## src/rtl/mskaes_32bits_key_sched_ctrl.sv

```systemverilog
// Key-schedule sequencer for the 32-bit masked AES-128 key datapath.
// Walks the datapath through round key 0 (or 10 when running inverse),
// then through NROUNDS S-box round trips. Each pass emits four round-key
// columns, one per cycle, to the state datapath's AddRoundKey.
// All control outputs are registered. Each is decoded from the next-state
// values, so it lines up with the cycle of the state that owns it.
module mskaes_32bits_key_sched_ctrl #(
  parameter int SBOX_LAT = 4,
  parameter int NROUNDS  = 10
) (
  input  logic       clk,
  input  logic       rst,
  input  logic       start_valid,
  output logic       start_ready,
  input  logic       inverse,
  output logic       busy,
  output logic       done,
  output logic       col_valid,
  output logic [1:0] col_idx,
  output logic [3:0] round_idx,
  output logic       last_round,
  output logic       sb_req,
  output logic       init,
  output logic       enable_pipe_low,
  output logic       enable_pipe_high,
  output logic       loop,
  output logic       add_from_sb,
  output logic       rcon_rst,
  output logic       rcon_update,
  output logic       rcon_inverse,
  output logic       rst_buffer_from_sbox,
  output logic       rcon_mode_256,
  output logic       rcon_mode_192,
  output logic       disable_rot_rcon,
  output logic       feedback_from_high,
  output logic       col7_toSB
);

  localparam logic [2:0] S_IDLE = 3'd0;
  localparam logic [2:0] S_INIT = 3'd1;
  localparam logic [2:0] S_R0   = 3'd2;
  localparam logic [2:0] S_SEND = 3'd3;
  localparam logic [2:0] S_WAIT = 3'd4;
  localparam logic [2:0] S_UPD  = 3'd5;
  localparam logic [2:0] S_DONE = 3'd6;

  // WAIT lasts SBOX_LAT-1 cycles, so the counter only needs to reach SBOX_LAT-2.
  localparam int              WW        = $clog2(SBOX_LAT);
  localparam logic [WW-1:0]   WAIT_LAST = WW'(SBOX_LAT - 2);
  localparam logic [3:0]      ROUNDS_L  = 4'(NROUNDS);

  typedef struct packed {
    logic       start_ready;
    logic       busy;
    logic       done;
    logic       col_valid;
    logic [1:0] col_idx;
    logic [3:0] round_idx;
    logic       last_round;
    logic       sb_req;
    logic       init;
    logic       en_low;
    logic       en_high;
    logic       loop;
    logic       add_sb;
    logic       rcon_rst;
    logic       rcon_upd;
    logic       rcon_inv;
    logic       rst_buf;
  } ctrl_t;

  logic [2:0]    state_q, state_d;
  logic [1:0]    col_q, col_d;
  logic [3:0]    round_q, round_d;
  logic [WW-1:0] wait_q, wait_d;
  logic          inv_q, inv_d;
  ctrl_t         ctrl_q, ctrl_d;

  // Maps a state and its counters to the control word the datapath needs in that state.
  function automatic ctrl_t decode_ctrl(input logic [2:0] st, input logic [1:0] col,
                                        input logic [3:0] rnd, input logic inv);
    ctrl_t c;
    c          = '0;
    c.busy     = (st != S_IDLE);
    c.rcon_inv = (st != S_IDLE) & inv;
    case (st)
      S_IDLE: c.start_ready = 1'b1;
      S_INIT: begin
        c.init     = 1'b1;
        c.en_low   = 1'b1;
        c.en_high  = 1'b1;
        c.rcon_rst = 1'b1;
        c.rst_buf  = 1'b1;
      end
      S_R0: begin
        c.loop      = 1'b1;
        c.en_low    = 1'b1;
        c.col_valid = 1'b1;
        c.col_idx   = col;
        c.round_idx = inv ? ROUNDS_L : 4'd0;
      end
      S_SEND: begin
        c.sb_req  = 1'b1;
        // Inverse mode clears the decryption buffer each round so it holds a single round.
        c.rst_buf = inv;
      end
      S_WAIT: c.en_low = 1'b0;
      S_UPD: begin
        c.en_low    = 1'b1;
        c.col_valid = 1'b1;
        c.col_idx   = col;
        c.add_sb    = (col == 2'd0);
        c.rcon_upd  = (col == 2'd3);
        c.round_idx = inv ? (ROUNDS_L - rnd) : rnd;
      end
      S_DONE: c.done = 1'b1;
      default: c.busy = 1'b1;
    endcase
    c.last_round = c.col_valid & (rnd == ROUNDS_L);
    return c;
  endfunction

  // Next-state and counter update logic.
  always_comb begin
    state_d = state_q;
    col_d   = col_q;
    round_d = round_q;
    wait_d  = wait_q;
    inv_d   = inv_q;
    case (state_q)
      S_IDLE: begin
        if (start_valid) begin
          inv_d   = inverse;
          state_d = S_INIT;
        end else begin
          state_d = S_IDLE;
        end
      end
      S_INIT: begin
        round_d = 4'd0;
        col_d   = 2'd0;
        state_d = S_R0;
      end
      S_R0: begin
        col_d   = col_q + 2'd1;
        state_d = (col_q == 2'd3) ? S_SEND : S_R0;
      end
      S_SEND: begin
        wait_d  = '0;
        state_d = S_WAIT;
      end
      S_WAIT: begin
        if (wait_q == WAIT_LAST) begin
          col_d   = 2'd0;
          round_d = (round_q == ROUNDS_L) ? round_q : (round_q + 4'd1);
          state_d = S_UPD;
        end else begin
          wait_d  = wait_q + WW'(1);
        end
      end
      S_UPD: begin
        col_d = col_q + 2'd1;
        if (col_q == 2'd3) begin
          state_d = (round_q == ROUNDS_L) ? S_DONE : S_SEND;
        end else begin
          state_d = S_UPD;
        end
      end
      S_DONE: begin
        col_d   = 2'd0;
        state_d = S_IDLE;
      end
      default: begin
        col_d   = 2'd0;
        round_d = 4'd0;
        state_d = S_IDLE;
      end
    endcase
  end

  // Control word for the coming cycle, decoded from next-state values.
  always_comb begin
    ctrl_d = decode_ctrl(state_d, col_d, round_d, inv_d);
  end

  // State, counters and registered control outputs.
  always_ff @(posedge clk) begin
    if (rst) begin
      state_q <= S_IDLE;
      col_q   <= 2'd0;
      round_q <= 4'd0;
      wait_q  <= '0;
      inv_q   <= 1'b0;
      ctrl_q  <= decode_ctrl(S_IDLE, 2'd0, 4'd0, 1'b0);
    end else begin
      state_q <= state_d;
      col_q   <= col_d;
      round_q <= round_d;
      wait_q  <= wait_d;
      inv_q   <= inv_d;
      ctrl_q  <= ctrl_d;
    end
  end

  assign start_ready          = ctrl_q.start_ready;
  assign busy                 = ctrl_q.busy;
  assign done                 = ctrl_q.done;
  assign col_valid            = ctrl_q.col_valid;
  assign col_idx              = ctrl_q.col_idx;
  assign round_idx            = ctrl_q.round_idx;
  assign last_round           = ctrl_q.last_round;
  assign sb_req               = ctrl_q.sb_req;
  assign init                 = ctrl_q.init;
  assign enable_pipe_low      = ctrl_q.en_low;
  assign enable_pipe_high     = ctrl_q.en_high;
  assign loop                 = ctrl_q.loop;
  assign add_from_sb          = ctrl_q.add_sb;
  assign rcon_rst             = ctrl_q.rcon_rst;
  assign rcon_update          = ctrl_q.rcon_upd;
  assign rcon_inverse         = ctrl_q.rcon_inv;
  assign rst_buffer_from_sbox = ctrl_q.rst_buf;

  // AES-192/256 features are not used by this AES-128 schedule.
  assign rcon_mode_256        = 1'b0;
  assign rcon_mode_192        = 1'b0;
  assign disable_rot_rcon     = 1'b0;
  assign feedback_from_high   = 1'b0;
  assign col7_toSB            = 1'b0;

endmodule

```

## config.mk

```make
export PLATFORM = sky130hd
export DESIGN_NAME = mskaes_32bits_key_sched_ctrl
export DESIGN_NICKNAME = d
export VERILOG_FILES = /design/src/rtl/mskaes_32bits_key_sched_ctrl.sv
export SDC_FILE = /design/constraint.sdc
export NUM_CORES = 1
export LEC_CHECK = 0
export BUFFER_PORTS_ARGS = -buffer_cell sky130_fd_sc_hd__buf_2
export CAP_MARGIN = 20
export CORE_ASPECT_RATIO = 0.75
export CORE_MARGIN = 5
export CORE_UTILIZATION = 51
export CTS_BUF_LIST = sky130_fd_sc_hd__clkbuf_8
export DETAILED_ROUTE_END_ITERATION = 10
export GPL_TIMING_DRIVEN = 0
export PLACE_DENSITY = 0.75
export SYNTH_ARGS = -nofsm -noshare
export SYNTH_HDL_FRONTEND = slang
export SYNTH_SLANG_ARGS = --single-unit
```

## constraint.sdc

```tcl
create_clock -name clk -period 2.8 [get_ports clk]
set_input_delay 0.28 -clock clk [delete_from_list [all_inputs] [get_ports clk]]
set_output_delay 0.28 -clock clk [all_outputs]
set_load 0.03 [all_outputs]
```

### Yosys cells after proc, flatten, opt, wreduce, memory -nomap -nowiden

Index checks and enable logic that the tools add are counted.

* $add $sub $neg: 4
* equal/unequal tests: 18
* multiplexer cells: 26
* bitwise gates (word level): 3
* reduce and logical (&&, ||, !) cells: 12

Operators by type and width (count)
* 3-bit == test (second input constant): 6
* 3-bit one-hot mux with 6 select lines: 1
* 4-bit two-way mux: 4
* 7-bit one-hot mux with 2 select lines: 1
* 3-bit by 2-bit == test with 1-bit output (second input constant): 4
* 1-bit two-way mux: 11
* 3-bit two-way mux: 3
* 4-bit == test (second input constant): 2
* 4-bit one-hot mux with 2 select lines: 1
* 7-bit OR reduction: 1
* 2-bit == test (second input constant): 3
* 3-bit by 1-bit == test with 1-bit output (second input constant): 2
* 3-bit zero test: 2
* 2-bit one-hot mux with 3 select lines: 1
* 2-bit OR reduction: 3
* 5-bit OR reduction: 1
* 2-bit by 1-bit adder with 2-bit output (second input constant): 2
* 4-bit by 1-bit adder with 4-bit output (second input constant): 1
* 2-bit two-way mux: 2
* 2-bit one-hot mux with 2 select lines: 1
* 4-bit subtractor (first input constant): 1
* 3-bit nonzero test: 1
* 3-bit OR reduction: 1
* 1-bit bitwise AND: 2
* 6 further kinds: 6

* flip-flop bits (word level): 31
* input bits: 4
* output and inout bits: 26
* word-level logic and storage cells: 83

### Depth between registers and ports, before layout

Gate-level depths: netlist of run 1.

* word-level depth: 8
* gate-level depth with buffers: 10
* depth with buffers taken out: 10

### Worst setup path after synthesis of run 1

No wires, ideal clock.

* kind: register to register
* start: register round_q[0]
* end: register ctrl_q (netlist bit round_idx[1])
* data arrival time: 2007 ps
* required time: 2660 ps
* slack: 653 ps
* cell stages (with the launch flop): 9
* cells stage by stage: dfxtp_1 inv_1 ha_1 and3b_1 or2_2 a221oi_4 ha_1 a21oi_1 o22ai_1

* cells in the longest elaborated chain, start to end: 7
* elaborated cells between the ends (all ways): 13

RTL lines
* start: declaration: line 74 `logic [3:0] round_q, round_d;`
* start signal: assignment: line 198 `round_q <= round_d;`
* 4-bit by 1-bit adder with 4-bit output or 4-bit == test (tied branches): line 155, 164
* 4-bit two-way mux: line 155 `round_d = (round_q == ROUNDS_L) ? round_q : (round_q + 4'd1);`
* 4-bit two-way mux: line 153 `if (wait_q == WAIT_LAST) begin`
* 4-bit one-hot mux with 2 select lines: line 130 `case (state_q)`
* 4-bit subtractor: line 114 `c.round_idx = inv ? (ROUNDS_L - rnd) : rnd;`
* 4-bit two-way mux: line 114
* 7-bit one-hot mux with 2 select lines *: line 86 `case (st)`
* end signal: assignment: line 194 `ctrl_q <= decode_ctrl(S_IDLE, 2'd0, 4'd0, 1'b0);`
* end signal: assignment: line 201 `ctrl_q <= ctrl_d;`
* end: declaration: line 77 `ctrl_t ctrl_q, ctrl_d;`

Mark *: on every way between the ends. The rest lies on a longest branch, timed or not.
A chain may end at the register's enable or synchronous reset.

### Final worst setup path of run 1

Same ends and word-level chain as after synthesis.

==> flow_metrics.env, run 1 <==
export IMPL_status="finished clean"
export IMPL_antenna_found_initial=0
export IMPL_synthDistinctLibCells=51
export IMPL_crit_arrival_ps=2520
export IMPL_die_area_um2=4250
export IMPL_via_per_inst=5.48
export IMPL_synthArstFlopShare_pct=0
export IMPL_grt_use_total_pct=16.9
export IMPL_hold_viol=0
export IMPL_clk_latency_ps=280
export IMPL_final_cells=250
export IMPL_start_util_pct=52.7
export IMPL_tritoncts="built"
export IMPL_io_buffers=23
export IMPL_clk_pin_slew_ps=60
export IMPL_timing_max_cap_violations=0
export IMPL_synth_mux_area_share_pct=1.94
export IMPL_placed_cells=242
export IMPL_tightestPinTransition_ps=799
export IMPL_antenna_cells=0
export IMPL_gp_congestion=0.879
export IMPL_synth_compound_area_share_pct=21.3
export IMPL_yosysTopAreaCell="dfxtp_1"
export IMPL_wirelength_mm=3.42
export IMPL_critPathRequiredTime_ps=2930
export IMPL_ys_warn_count=0
export IMPL_die_y_um=57.7
export IMPL_cts_buffer_depth=2
export IMPL_yosysSeqAreaShare_pct=40.1
export IMPL_numCtsBuffers=5
export IMPL_fmax_ghz=0.418
export IMPL_wl_per_cell_um=13.7
export IMPL_yosys_area_share_simple_pct=21.1
export IMPL_skew_ps=4.77
export IMPL_grt_max_degree=11
export IMPL_route_detailed_drc=0
export IMPL_yosys_most_used_dff="dfxtp_1"
export IMPL_cp_end_kind="flop"
export IMPL_min_path_type="in2reg"
export IMPL_grt_remaining_overflow=0
export IMPL_final_common_cell="dfxtp_1"
export IMPL_via_count=1369
export IMPL_io_pins=30
export IMPL_worstSetupPathType="reg2reg"
export IMPL_post_cts_buffers=0
export IMPL_final_layout_size_suffix_gt1_share_pct=22.2
export IMPL_antenna_left=0
export IMPL_fin_nets=221
export IMPL_yosys_top_cells_area="dfxtp_1 (40%), nor2_1 (6.1%), ha_1 (4.9%), buf_4 (4.4%), a221oi_4 (3.4%)"
export IMPL_grt_pass1_wl_mm=5.53
export IMPL_syn_inst=177
export IMPL_drv_slew=0
export IMPL_synth_fa_ha_area_share_pct=4.85
export IMPL_synth_area_um2=1550
export IMPL_avgSynthCellArea_um2=8.74
export IMPL_final_cell_mix="dfxtp_1 (31), buf_2 (25), nor2_1 (25)"
export IMPL_rsz0062_at_grt="no"
export IMPL_synth_edff_count=0
export IMPL_cts_resized=0
export IMPL_first_iter_violations=59
export IMPL_synth_top_family_by_area="compound AO/OA/AOI/OAI gates"
export IMPL_cts_sinks=31
export IMPL_relSlewSlack_pct=45.3
export IMPL_tns_ps=0
export IMPL_h_tree_depth=2
export IMPL_finalCriticalPeriod_ps=2390
export IMPL_grt_pass1_vias=1220
export IMPL_setup_viol=0
export IMPL_finalCritPeriodShare_pct=85.5
export IMPL_synth_top_area_share_pct=40.1
export IMPL_synthToLayoutAreaGrowth_pct=17.9
export IMPL_ys_ff_latch=31
export IMPL_die_w_um=73.6
export IMPL_clockRootBuffer="clkbuf_8"
export IMPL_dr_pass1_iters=4
export IMPL_p_per_area_nw_per_um2=618
export IMPL_hpwl_mm=2.59
export IMPL_cts_hold_buffers=0
export IMPL_p_leak_nw=0.824
export IMPL_holdWs_ps=412
export IMPL_crit_path_max_fanout=6
export IMPL_core_area_um2=2940
export IMPL_critPathLaunchType="flop"
export IMPL_rows=17
export IMPL_peakVddDrop_uv=402
export IMPL_synthXorXnorAreaFrac_pct=1.13
## cell families after synthesis
family | Yosys count
AO/OA/AOI/OAI | 41
other | 1
flip-flops | 31
XOR/XNOR | 2
AND/OR/NAND/NOR | 64
adder cells (fa/ha/maj) | 6
buffers and inverters | 29
multiplexers | 3
## routing by layer
metal	wire, um	part of all wire (%)	track usage (%)	vias to the layer above
li1	-	-	-	670
met1	1550	45	22.3	640
met2	1520	45	25.3	53
met3	296	8.7	6.41	6
met4	54	1.6	5.68	0
met5	0	0	0	-
## path summary, 6_finish.rpt
kind	from	endpoint	slack [ps]	cells past startpoint
worst max-delay path	round_q[0]	round_idx[1]	410	8
worst min register to register	wait_q[1]	wait_q[1]	500	2
worst max register to register	round_q[0]	round_idx[1]	410	8
worst min-delay path	start_valid	enable_pipe_low	410	5
## worst max-delay path: stages, from the launching register on
cell	delay, ps
dfxtp_1	440
inv_1	120
ha_1	200
and3b_1	240
or2_2	350
a221oi_4	380
ha_1	300
a21oi_1	120
o22ai_1	90
## stage by stage
stage / cell area (um2) / setup slack [ps] / power (mW) / utilization, %
after floorplan: 1560 / 653 / 0.697 / -
after global placement: 1730 / 464 / 0.751 / 58.8
after detailed placement: 1730 / 422 / 0.758 / 58.8
after CTS: 1830 / 414 / 1.13 / 62.2
after global routing: 1830 / 298 / 1.19 / 62.2
final: 1830 / 407 / 1.13 / 62.2
## area by class of cell
type                       count  area [um2]
clock inverter                 1        3.75
multi-input combinational    121         797
fill                         254        1110
sequential                    31         621
timing repair buffer          23         115
inverter                      13        48.8
clock buffer                   7        96.3
tap                           38        47.5
buffer                        16        96.3
## synth_stat cells, types with 2 or more instances
cell / instances
o311ai_0: 2
nand3_1: 2
a221oi_4: 2
xnor2_1: 2
and3_1: 2
inv_1: 13
nor2_1: 25
nand2b_1: 6
buf_4: 9
clkbuf_1: 4
and3b_1: 2
o22a_1: 3
mux2i_1: 3
buf_2: 2
nand2_1: 11
nor3_1: 3
o21ai_0: 6
or2_1: 2
ha_1: 6
a211oi_1: 3
dfxtp_1: 31
a21oi_1: 9
## sequential cells by signal, indices dropped and copies added, names as in the netlist, 2 cells and up
register,cells
col_q,2
round_idx,4
round_q,4
col_idx,2
wait_q,2
state_q,3
## where the power goes
| part | switching [mW] | internal, mW |
|---|---|---|
| clock network | 0.156 | 0.220 |
| registers | 0.0149 | 0.472 |
| logic | 0.176 | 0.0897 |
| total | 0.346 | 0.782 |
Power figures use the tool's default switching activity.
==> run 2: changes to the inputs <==
ABC_AREA = 1   (was not set)
PLACE_DENSITY = 0.74   (was 0.75)
==> run 2 against run 1 <==
  * Non-clock buffer count down 6
  * Sequential cell count is the same
  * Synthesized cell count rose by 9.6%
  * Clock power shrank 16%
  * Die area increased by 0.34%
  * Fmax grew 13%
  * Critical path depth increased by 4
  * First-iteration DRC count decreased by 3.4%
  * Final cell count up 6.8%
  * Utilization fell by 0.43 points
  * Worst hold slack got worse by 26 ps
  * Sequential share of layout area is 0.23 points higher
  * Critical endpoint unchanged
  * Largest power group unchanged
==> flow_metrics.env, run 2 <==
export IMPL_status="finished clean"
export IMPL_final_layout_size_suffix_gt1_share_pct=32.3
export IMPL_ys_warn_count=0
export IMPL_avgSynthCellArea_um2=8.01
export IMPL_synth_common_cells="nand2_1 (38), dfxtp_1 (31), inv_1 (20), nor2_1 (20), nand3_1 (12)"
export IMPL_yosys_most_used_dff="dfxtp_1"
export IMPL_p_clk_share_pct=32.6
export IMPL_synthDistinctLibCells=30
export IMPL_finalCritPeriodShare_pct=75.7
export IMPL_wl_per_cell_um=10.6
export IMPL_antenna_left=0
export IMPL_via_per_inst=4.72
export IMPL_crit_arrival_ps=2290
export IMPL_cp_end_kind="flop"
export IMPL_cts_hold_buffers=0
export IMPL_rows=17
export IMPL_antenna_cells=0
export IMPL_post_cts_buffers=0
export IMPL_critPathSlowestCell="dfxtp_1"
export IMPL_seqPwrFrac_pct=48.5
export IMPL_h_tree_depth=2
export IMPL_crit_path_max_fanout=5
export IMPL_die_w_um=73.7
export IMPL_gp_congestion=0.812
export IMPL_switching_power_mw=0.290
export IMPL_io_buffers=23
export IMPL_synth_top_area_share_pct=39.9
export IMPL_wirelength_mm=2.84
export IMPL_power_total_mw=0.973
export IMPL_skew_ps=2.55
export IMPL_hold_viol=0
export IMPL_cts_buffer_depth=2
export IMPL_antenna_found_initial=0
export IMPL_min_path_type="in2reg"
export IMPL_tritoncts="built"
export IMPL_start_util_pct=52.9
export IMPL_fmax_ghz=0.472
export IMPL_ys_ff_latch=31
export IMPL_relSlewSlack_pct=64.2
export IMPL_worstSetupPathType="reg2reg"
export IMPL_hpwl_mm=2.23
export IMPL_critPathRequiredTime_ps=2970
export IMPL_share_comb_of_total_power_pct=18.9
export IMPL_io_pins=30
export IMPL_critPathLaunchType="flop"
export IMPL_worst_r2r_path_depth=12
export IMPL_num_fill_cells=270
export IMPL_setup_viol=0
export IMPL_numCtsBuffers=5
export IMPL_synthArstFlopShare_pct=0
export IMPL_yosysMostFrequentCell="nand2_1"
export IMPL_cts_sinks=31
export IMPL_clk_latency_ps=270
export IMPL_p_leak_nw=0.931
export IMPL_core_area_um2=2940
export IMPL_fin_nets=238
export IMPL_grt_pass1_vias=1110
export IMPL_final_common_cell="nand2_1"
export IMPL_cp_common_cell="nand2_1"
export IMPL_drv_slew=0
export IMPL_grt_max_degree=11
export IMPL_synthToLayoutAreaGrowth_pct=16.7
export IMPL_syn_inst=194
export IMPL_die_area_um2=4260
export IMPL_timing_max_cap_violations=0
export IMPL_rsz0062_at_grt="no"
export IMPL_tns_ps=0
export IMPL_yosys_top_cells_area="dfxtp_1 (40%), nand2_1 (9.2%), ha_1 (4.8%), inv_1 (4.8%), nor2_1 (4.8%)"
export IMPL_die_y_um=57.8
export IMPL_cts_resized=0
export IMPL_via_count=1260
export IMPL_grt_pass1_wl_mm=4.77
export IMPL_grt_remaining_overflow=0
export IMPL_dr_pass1_iters=4
export IMPL_yosysSeqAreaShare_pct=39.9
export IMPL_clockRootBuffer="clkbuf_8"
export IMPL_clk_pin_slew_ps=60
export IMPL_min_delay_path_depth=5
export IMPL_grt_use_total_pct=14.7
export IMPL_final_cell_mix="nand2_1 (38), dfxtp_1 (31), buf_2 (25)"
export IMPL_synth_edff_count=0
export IMPL_netSwitchingFraction_pct=29.8
export IMPL_synth_area_um2=1550
export IMPL_route_detailed_drc=0
export IMPL_peakVddDrop_uv=324
export IMPL_finalCriticalPeriod_ps=2120
export IMPL_p_per_area_nw_per_um2=537
export IMPL_path_cells="inv_1 > ha_1 > nand3_4 > nand2_1 > nand2_1 > nand3_1 > nand2_1 > inv_1 > ha_1 > or2_2 > o21ai_0 > o21ai_2"
export IMPL_tightestPinTransition_ps=537
export IMPL_first_iter_violations=57
export IMPL_yosysTopAreaCell="dfxtp_1"
export IMPL_cpPeakStageDelay_ps=400
export IMPL_p_int_mw=0.683
==> run 2: changes by cell type in the layout (fill, tap and decap cells not counted), moves of 4 or more <==
cell / previous run / this run
a21oi_1: 9 / 4
nand2_1: 11 / 38
nor2_4: 0 / 5
nand2_4: 0 / 5
clkbuf_1: 4 / 0
inv_1: 14 / 22
nand2b_1: 6 / 0
nor2_2: 0 / 4
nand3_1: 2 / 12
inv_2: 0 / 7
nor2_1: 25 / 20
==> run 2: final cells by class <==
class	count	area, um2	area share, %
plain buffers	10	66.3	3.66
flip-flops and latches	31	621	34.2
well taps	38	47.5	2.62
clock inverters	3	12.5	0.690
clock buffers	5	68.8	3.80
repair buffers	23	115	6.35
multi-input cells	129	774	42.7
inverters	28	108	5.94
==> run 2: stage by stage <==
stage	area [um2]	instances	hold slack (ps)	worst slack, ps	utilization [%]
6_report	1810	267	385	680	61.8
5_1_grt	1810	267	392	508	61.8
4_1_cts	1810	267	378	675	61.8
3_5_place_dp	1730	259	513	695	59.0
3_3_place_gp	1730	259	505	722	59.0
2_1_floorplan	1570	198	481	874	-
==> run 2: path summary, 6_finish.rpt <==
path | endpoint | slack [ps] | from
max | round_idx[1] | 680 | round_q[0]
min | rcon_rst | 390 | start_valid
max reg2reg | round_idx[1] | 680 | round_q[0]
min reg2reg | wait_q[1] | 520 | wait_q[1]
==> run 2: logic make-up (layout without fill, tap and decap cells) <==
family	Yosys count	after routing	synth area share, %
buf+inv	38	69	11.2
flops	31	31	39.9
xor+xnor	1	1	0.564
compound gates	17	17	7.49
simple gates	100	100	35.7
fa+ha+maj	6	6	4.83
other cells	1	5	0.241
==> run 2: layer usage <==
layer	global-route usage, %	wire length, um	share of wire (%)
met5	0	0	0
met1	19.9	1380	48
met3	4.85	236	8.3
met4	5.43	24	0.84
met2	21.8	1210	42
==> run 2: power by group through the flow <==
stage	combinational [mW]	clock, mW	sequential [mW]
2_1_floorplan	0.120	0	0.509
6_report	0.184	0.317	0.472
3_3_place_gp	0.182	0	0.481
4_1_cts	0.185	0.331	0.472
3_5_place_dp	0.184	0	0.482
5_1_grt	0.202	0.345	0.474
==> run 2: critical path, delay by kind of cell, from the launching register on <==
| kind | cells | cell delay (ps) |
|---|---|---|
| simple gates | 6 | 730 |
| fa+ha+maj | 2 | 530 |
| flops | 1 | 400 |
| compound gates | 2 | 180 |
| buf+inv | 2 | 170 |
==> run 3: changes to the inputs <==
ABC_AREA = 0   (was 1)
PLACE_DENSITY = 0.77   (was 0.74)
clock period = 1.81 ns   (was 2.8 ns; I/O delays follow)
==> run 3 against run 2 <==
  * The run now ends with negative setup slack left
  * Critical endpoint is now round_idx[3]
  * Clock skew about the same
  * Sequential share of layout area fell by 3.6 points
  * Critical path depth fell by 3
  * Utilization increased by 7.9 points
  * Largest power group unchanged
  * Setup slack worse by 880 ps
  * Sequential power rose by 61%
  * Final cell count is 1.9% lower
  * Sequential cell count stayed put
==> flow_metrics.env, run 3 (synthesis gave the netlist of run 1 again) <==
export IMPL_route_detailed_drc=0
export IMPL_multiInputGateArea_um2=907
export IMPL_gp_congestion=0.903
export IMPL_p_int_mw=1.16
export IMPL_via_count=1415
export IMPL_cts_sinks=31
export IMPL_wirelength_mm=4.12
export IMPL_clockRootBuffer="clkbuf_8"
export IMPL_numCtsBuffers=5
export IMPL_antenna_found_initial=0
export IMPL_fmax_ghz=0.498
export IMPL_worstSetupPathType="reg2reg"
export IMPL_skew_ps=2.72
export IMPL_dpl_instance_area_um2=1740
export IMPL_grt_remaining_overflow=0
export IMPL_hold_viol=0
export IMPL_grt_pass1_wl_mm=6.54
export IMPL_die_area_um2=4250
export IMPL_start_util_pct=52.7
export IMPL_critPathRequiredTime_ps=1980
export IMPL_antenna_left=0
export IMPL_synthToLayoutAreaGrowth_pct=32.2
export IMPL_timing_max_cap_violations=0
export IMPL_core_area_um2=2940
export IMPL_tightestPinTransition_ps=596
export IMPL_critPathLaunchType="flop"
export IMPL_final_cells=262
export IMPL_die_w_um=73.6
export IMPL_netSwitchingFraction_pct=33.8
export IMPL_fin_nets=233
export IMPL_clk_pin_slew_ps=70
export IMPL_h_tree_depth=2
export IMPL_peakVddDrop_uv=613
export IMPL_cts_hold_buffers=0
export IMPL_rsz0062_at_grt="yes"
export IMPL_final_cell_mix="dfxtp_1 (29), nor2_1 (24), buf_2 (23)"
export IMPL_min_path_type="in2reg"
export IMPL_cts_buffer_depth=2
export IMPL_rows=17
export IMPL_finalCriticalPeriod_ps=2010
export IMPL_dr_pass1_iters=4
export IMPL_seqPwrFrac_pct=43.1
export IMPL_grt_pass1_vias=1373
export IMPL_p_per_area_nw_per_um2=859
export IMPL_io_buffers=23
export IMPL_num_fill_cells=221
export IMPL_final_common_cell="dfxtp_1"
export IMPL_crit_path_max_fanout=3
export IMPL_die_y_um=57.7
export IMPL_tritoncts="built"
export IMPL_clk_latency_ps=290
export IMPL_p_leak_nw=0.898
export IMPL_p_clk_share_pct=29.8
export IMPL_setup_viol=4
export IMPL_grt_use_total_pct=20.2
export IMPL_placed_cells=242
export IMPL_finalCritPeriodShare_pct=111
export IMPL_regArea_um2=626
export IMPL_final_setup_worst_slack_ps=-199
export IMPL_grt_max_degree=11
export IMPL_share_comb_of_total_power_pct=27.1
export IMPL_hpwl_mm=2.80
export IMPL_cp_end_kind="flop"
export IMPL_wl_per_cell_um=15.7
export IMPL_io_pins=30
export IMPL_violations="negative setup slack"
export IMPL_switching_power_mw=0.594
export IMPL_drv_slew=0
export IMPL_first_iter_violations=90
export IMPL_relSlewSlack_pct=60.3
export IMPL_via_per_inst=5.40
export IMPL_status="complete, but fails checks"
export IMPL_antenna_cells=0
export IMPL_finalInstanceArea_um2=2050
export IMPL_crit_arrival_ps=2180
export IMPL_final_layout_size_suffix_gt1_share_pct=35.3
-- run 3: cell count changes in the layout (fill, tap and decap cells not counted), moves of 6 or more --
cell      change
buf_4         +9
nand2_1      -29
buf_6         +6
nand3_1      -10
inv_2         -6
inv_1        -11
nand2b_1      +6
-- run 3: worst paths after layout --
kind,from,end,slack (ps),depth (start not counted)
hold reg to reg,wait_q[0],wait_q[0],530,1
hold / removal,start_valid,start_ready,260,2
setup reg to reg,round_q[0],round_idx[3],-200,9
setup / recovery,round_q[0],round_idx[3],-200,9
-- run 3: through the flow --
| stage | hold WS, ps | setup TNS [ps] | power [mW] | setup WS, ps | utilization, % |
|---|---|---|---|---|---|
| final | 260 | -562 | 1.76 | -199 | 69.7 |
| after global routing | 311 | -796 | 1.84 | -259 | 69.7 |
| after CTS | 287 | -283 | 1.73 | -104 | 66.7 |
| after detailed placement | 487 | -1320 | 1.18 | -347 | 59.4 |
| after global placement | 474 | -915 | 1.16 | -298 | 59.4 |
| after floorplan | 426 | -285 | 1.08 | -156 | - |
-- run 3: what timing repair did --
| item | 4_1_cts | 5_1_grt |
|---|---|---|
| setup buffers | 9 | 3 |
| gates resized for setup | 13 | 19 |
| endpoints found under the setup margin | 9 | 11 |
| pin swaps | 3 | 9 |
-- run 3: area by class of cell --
| class | count | share of cell area [%] |
|---|---|---|
| buffer | 16 | 5.38 |
| clock inverter | 3 | 0.734 |
| tap | 38 | 2.32 |
| inverter | 13 | 2.51 |
| timing repair buffer | 35 | 10.8 |
| sequential | 31 | 30.6 |
| clock buffer | 5 | 3.36 |
| multi-input combinational | 121 | 44.3 |
-- run 3: per-layer routing --
metal / track usage (%) / wire length (um) / vias up
met5: 0 / 0 / -
met2: 32.8 / 1960 / 52
li1: - / - / 696
met4: 6.46 / 43 / 0
met3: 8.49 / 283 / 7
met1: 24.2 / 1830 / 660
-- run 3: critical path, cell delays in order, from the launching register on --
cell and delay (ps):
dfxtp_4 360, inv_4 40, ha_4 140, and3b_2 220, buf_6 120, nor4_4 300, a221oi_4 80, buf_6 140
o2111a_1 250, a211o_1 240
-- run 3: power by group through the flow --
stage | logic [mW] | registers, mW | clock network [mW]
after floorplan | 0.256 | 0.823 | 0
after global placement | 0.400 | 0.763 | 0
after detailed placement | 0.413 | 0.767 | 0
after CTS | 0.445 | 0.754 | 0.528
after global routing | 0.511 | 0.761 | 0.566
final | 0.476 | 0.758 | 0.524
